## config.mk

```make
export PLATFORM = sky130hd
export DESIGN_NAME = sum_result_fifo
export DESIGN_NICKNAME = d
export VERILOG_FILES = /design/src/rtl/sum_result_fifo.sv
export SDC_FILE = /design/constraint.sdc
export NUM_CORES = 1
export LEC_CHECK = 0
export ABC_AREA = 1
export BUFFER_PORTS_ARGS = -buffer_cell sky130_fd_sc_hd__buf_4
export CAP_MARGIN = 5
export CORE_ASPECT_RATIO = 1.1
export CORE_UTILIZATION = 40
export CTS_CLUSTER_SIZE = 8
export DETAILED_ROUTE_END_ITERATION = 10
export PLACE_DENSITY_LB_ADDON = 0.15
export SLEW_MARGIN = 40
export SYNTH_ARGS = -nofsm -noshare
export SYNTH_HDL_FRONTEND = slang
export SYNTH_SLANG_ARGS = --single-unit
```

## constraint.sdc

```tcl
create_clock -name clk -period 2.05 [get_ports clk]
set_input_delay 0.3075 -clock clk [delete_from_list [all_inputs] [get_ports clk]]
set_output_delay 0.3075 -clock clk [all_outputs]
set_load 0.02 [all_outputs]
```

## src/rtl/sum_result_fifo.sv

```systemverilog
`default_nettype none
//============================================================================
// Module      : sum_result_fifo
// Description : Capture stage behind the 16-bit adder. It accepts the 32-bit
//               result word {tag[15:0], sum[15:0]} and checks the tag against
//               TAG. The sum and a tag-ok flag go into a first-word-fall-through
//               FIFO, which drains to the readout logic over valid/ready.
//               A saturating bad-tag counter and a sticky drop flag tell
//               software about malformed or lost results.
// Revision    : 1.0 - initial release
//----------------------------------------------------------------------------
// Ports
//   clk        : clock; all state changes on its rising edge
//   rst        : asynchronous active-high reset
//   clr        : synchronous flush of FIFO, counters and sticky flag
//   in_valid   : in_data carries a result to capture
//   in_data    : [31:16] tag, [15:0] sum
//   in_ready   : FIFO can accept (not full)
//   out_valid  : head entry present (not empty)
//   out_ready  : consumer takes the head entry
//   out_sum    : sum field of the head entry
//   out_tag_ok : head entry's tag matched TAG
//   level      : current entry count, 0..DEPTH
//   err_count  : accepted words with a bad tag, saturating at all-ones
//   drop       : sticky, a word was offered while the FIFO was full
//============================================================================
module sum_result_fifo #(
    parameter int          DEPTH  = 8,
    parameter int          ADDR_W = 3,
    parameter logic [15:0] TAG    = 16'hFFFF,
    parameter int          ERR_W  = 8
) (
    input  logic              clk,
    input  logic              rst,
    input  logic              clr,
    input  logic              in_valid,
    input  logic [31:0]       in_data,
    output logic              in_ready,
    output logic              out_valid,
    input  logic              out_ready,
    output logic [15:0]       out_sum,
    output logic              out_tag_ok,
    output logic [ADDR_W:0]   level,
    output logic [ERR_W-1:0]  err_count,
    output logic              drop
);

    localparam logic [ADDR_W:0]   C_FULL_LEVEL = (ADDR_W + 1)'(DEPTH);
    localparam logic [ADDR_W:0]   C_LEVEL_ONE  = (ADDR_W + 1)'(1);
    localparam logic [ADDR_W-1:0] C_PTR_ONE    = ADDR_W'(1);
    localparam logic [ERR_W-1:0]  C_ERR_ONE    = ERR_W'(1);

    // Storage: {tag_ok, sum}. Deliberately not reset; pointers and level
    // alone decide which entries are live.
    logic [16:0] mem [DEPTH];

    logic [ADDR_W-1:0] wr_ptr_q, wr_ptr_d;
    logic [ADDR_W-1:0] rd_ptr_q, rd_ptr_d;
    logic [ADDR_W:0]   level_q, level_d;
    logic [ERR_W-1:0]  err_count_q, err_count_d;
    logic              drop_q, drop_d;

    logic w_full;
    logic w_empty;
    logic w_wr_en;
    logic w_rd_en;
    logic w_tag_ok;

    // Full/empty come from the registered level only, so the handshake
    // outputs have no combinational path from in_valid or out_ready, and
    // an asynchronous reset drives them to their idle values at once.
    assign w_full   = (level_q == C_FULL_LEVEL);
    assign w_empty  = (level_q == '0);
    assign w_tag_ok = (in_data[31:16] == TAG);

    // clr wins over any transfer in the same cycle.
    assign w_wr_en = in_valid && !w_full && !clr;
    assign w_rd_en = out_ready && !w_empty && !clr;

    always_comb begin
        wr_ptr_d    = wr_ptr_q;
        rd_ptr_d    = rd_ptr_q;
        level_d     = level_q;
        err_count_d = err_count_q;
        drop_d      = drop_q;

        if (clr) begin
            // Pointers are re-aligned to zero; memory contents are left as-is.
            wr_ptr_d    = '0;
            rd_ptr_d    = '0;
            level_d     = '0;
            err_count_d = '0;
            drop_d      = 1'b0;
        end else begin
            if (w_wr_en) begin
                wr_ptr_d = wr_ptr_q + C_PTR_ONE;
                if (!w_tag_ok && (err_count_q != '1)) begin
                    err_count_d = err_count_q + C_ERR_ONE;
                end
            end
            if (w_rd_en) begin
                rd_ptr_d = rd_ptr_q + C_PTR_ONE;
            end
            case ({w_wr_en, w_rd_en})
                2'b10:   level_d = level_q + C_LEVEL_ONE;
                2'b01:   level_d = level_q - C_LEVEL_ONE;
                default: level_d = level_q;
            endcase
            if (in_valid && w_full) begin
                drop_d = 1'b1;
            end
        end
    end

    always_ff @(posedge clk or posedge rst) begin
        if (rst) begin
            wr_ptr_q    <= '0;
            rd_ptr_q    <= '0;
            level_q     <= '0;
            err_count_q <= '0;
            drop_q      <= 1'b0;
        end else begin
            wr_ptr_q    <= wr_ptr_d;
            rd_ptr_q    <= rd_ptr_d;
            level_q     <= level_d;
            err_count_q <= err_count_d;
            drop_q      <= drop_d;
        end
    end

    always_ff @(posedge clk) begin
        if (w_wr_en) begin
            mem[wr_ptr_q] <= {w_tag_ok, in_data[15:0]};
        end
    end

    assign in_ready   = !w_full;
    assign out_valid  = !w_empty;
    assign out_sum    = mem[rd_ptr_q][15:0];
    assign out_tag_ok = mem[rd_ptr_q][16];
    assign level      = level_q;
    assign err_count  = err_count_q;
    assign drop       = drop_q;

endmodule
`default_nettype wire

```

==> flow_summary_export.csv <==
group,metric,value,unit
cts,htree_num_levels,4,
final_layout,multi_input_area,1900,um2
routing,drt_iter0_markers,309,
routing,via_per_inst,5.16,
cts,clk_pin_slew,0.06,ns
sta,finClkSkew,0.0166,ns
worst_setup_path,crit_required,1.74,ns
sta,period_share,105,%
routing,wl,16200,um
logic_synthesis,yosysWarnings,0,
power_and_ir_drop,p_leak,3.35,nW
cts,clk-insertion-delay-late,0.43,ns
run_status,outcome,"finished, violations left",
logic_synthesis,synth.avg_cell_area,11.5,um2
logic_synthesis,synthCells,572,
sta,rsz0062_at_grt,"true",
final_layout,n_fill_cell,1357,
final_layout,num-nets-final,742,
global_route,grt_pass1_vias,4522,
floorplan,ios,69,
power_and_ir_drop,p_sw,0.00320,W
power_and_ir_drop,p_per_area,1180,nW/um2
final_layout,drive_gt1_share,31.3,%
sta,setup_violations,17,
sta,fin_ws,-0.0952,ns
logic_synthesis,syn_nets,615,
routing,firstDrtPassIters,4,
final_layout,seq_area,4570,um2
worst_setup_path,cp_cell_sequence,"buf_6 > buf_12 > buf_4 > nand2_1 > nand2_1 > a21oi_2 > a31oi_1 > buf_4",
final_layout,area_delta_synth_final,32.5,%
routing,vias,4706,
worst_setup_path,worstPathArrival,1.84,ns
worst_setup_path,path_class,"reg2out",
floorplan,core,15900,um2
sta,tns,-1.08,ns
worst_setup_path,r2r_cells,14,
power_and_ir_drop,swShare,31.2,%
logic_synthesis,synth_area_leaders,"edfxtp_1 62%, dfrtp_1 7.3%, nor2_1 6.1%",
logic_synthesis,syn_area,6550,um2
worst_setup_path,max_stage_delay,0.46,ns
sta,min_period,2.15,ns
worst_setup_path,crit_cells,8,
place,gp_congestion,0.818,
worst_setup_path,end_kind,"output pin",
worst_setup_path,startpoint_type,"flop",
floorplan,initial_core_util,41.3,%
cts,tritoncts,"done",
sta,slew_violations,0,
final_layout,antennaDiodeCount,0,
power_and_ir_drop,power,0.0103,W
floorplan,chipHeight,136,um
sta,relSlewSlack,71.5,%
worst_setup_path,cp_max_fo,5,
sta,holdWs,0.116,ns
power_and_ir_drop,pwr-share-seq,35.9,%
run_status,violations,"setup timing",
power_and_ir_drop,p_clk_share,28.9,%
sta,hold_violations,0,
global_route,grt_pass1_wl,23700,um
place,io_buffer_count,68,
cts,clockBufferDepth,2,
logic_synthesis,synth.distinct_cells,35,
place,dp_slack,0.0677,ns
cts,cts.sinks,155,
flow_run,maxCapViolCount,0,
final_layout,utilization,54.8,%
logic_synthesis,synth_area_leader_cell,"edfxtp_1",
final_layout,final_cell_mix,"136 x edfxtp_1, 107 x buf_4, 96 x nand2_1, 95 x nor2_1, 43 x o21ai_1",
sta,clock.fmax,466,MHz
worst_setup_path,path_buf_inv,4,
routing,wl_per_cell,17.8,um
global_route,track_usage,19.1,%
floorplan,rows,48,
sta,tightest_slew,0.427,ns
hold_path,min_path_type,"in2reg",
place,hpwl,9340,um
power_and_ir_drop,ir_drop,0.000638,V
logic_synthesis,synth_seq_area_share,69.6,%
worst_setup_path,cpLargestDelayFamily,"buffers and inverters",
final_layout,final_common_cell,"edfxtp_1",
logic_synthesis,synth_seq_cells,155,
floorplan,die-area,16900,um2
global_route,overflow,0,
power_and_ir_drop,internal-power,0.00705,W
logic_synthesis,yosys.area.top_type_share,62.3,%
cts,cts-buffers-inserted,17,
cts,root_buffer,"clkbuf_16",
global_route,grt_antenna_before_repair,0,
floorplan,die_w,124,um
routing,ant_nets,0,
routing,remaining_drc_errors,0,
worst_setup_path,critPathSlowestCell,"dfrtp_2",
power_and_ir_drop,comb_power_share,35.2,%
hold_path,hold_depth,1,
global_route,grt_start_max_net_pins,34,
## layer usage
metal  GRT usage [%]  vias up  part of all wire [%]
met2            31.7      125                    50
met3            4.15       22                   4.0
met5               0        -                     0
met1            24.0     2290                    44
li1                -     2269                     -
met4            8.33        0                   2.1
## cells in the mapped netlist
library cell,n
a21boi_2,1
a21oi_1,22
a21oi_4,1
a31oi_1,17
buf_2,11
buf_4,2
buf_6,2
clkbuf_1,10
clkbuf_2,1
clkinv_1,2
clkinv_2,1
dfrtp_1,19
edfxtp_1,136
fa_1,1
ha_1,5
inv_1,14
inv_2,3
nand2_1,98
nand2_2,6
nand2_4,1
nand3_1,17
nand3_2,4
nand3_4,1
nand4_1,3
nor2_1,106
nor2_2,1
nor2_4,2
nor3_1,4
o21a_1,1
o21ai_0,69
o21ai_1,5
o21ai_2,2
o31ai_1,1
xnor2_1,1
xor2_1,2
## registers in the layout, indices dropped and copies added, names as in the netlist
| name | count |
|---|---|
| drop | 1 |
| wr_ptr_q | 3 |
| mem | 136 |
| rd_ptr_q | 3 |
| err_count | 8 |
| level | 4 |
## power by group through the flow
stage	Combinational (W)	Clock (W)	Sequential [W]
floorplan	0.00150	0	0.00375
global placement	0.00244	0	0.00373
detailed placement	0.00246	0	0.00374
CTS	0.00269	0.00302	0.00368
global route	0.00387	0.00316	0.00370
finish	0.00361	0.00297	0.00368
## final cells by class
cell class | instances | area share, %
tap | 200 | 2.88
multi-input combinational | 371 | 21.9
clock buffer | 18 | 4.94
timing repair buffer | 134 | 15.3
clock inverter | 14 | 1.50
sequential | 155 | 52.6
inverter | 20 | 0.937
## per-stage QoR
step / std cells / cell area [um2]
4_1_cts: 884 / 8130
3_3_place_gp: 846 / 7460
2_1_floorplan: 572 / 6560
6_report: 912 / 8680
5_1_grt: 912 / 8680
3_5_place_dp: 846 / 7460
## path summary, 6_finish.rpt
check	start	to	slack (ns)
setup / recovery	rd_ptr_q[0]$_DFFE_PP0P_	out_sum[15]	-0.1
hold reg to reg	drop$_DFFE_PP0P_	drop$_DFFE_PP0P_	0.53
hold / removal	in_data[9]	mem[0][9]$_DFFE_PP_	0.12
min in group asynchronous	rst	drop$_DFFE_PP0P_	0.43
max in group asynchronous	rst	rd_ptr_q[0]$_DFFE_PP0P_	1.28
setup reg to reg	level[2]$_DFFE_PP0P_	level[3]$_DFFE_PP0P_	0.14
## timing repair
item / in CTS / in global routing
pin swaps: 3 / 28
endpoints found under the hold margin: 0 / 19
gates resized for setup: 11 / 84
endpoints found under the setup margin: 17 / 77
gates cloned: 2 / 10
setup buffers: 4 / 17
hold buffers: 0 / 1
## logic make-up (layout without fill, tap and decap cells)
group           count (synthesis)  in the layout  synth area share, %
compound gates                119            119                 9.87
xor+xnor                        3              3                0.401
fa+ha+maj                       6              6                 1.26
buf+inv                        46            186                 3.23
flops                         155            155                 69.6
simple gates                  243            243                 15.6
No activity file was read; power rests on OpenSTA's default activity.
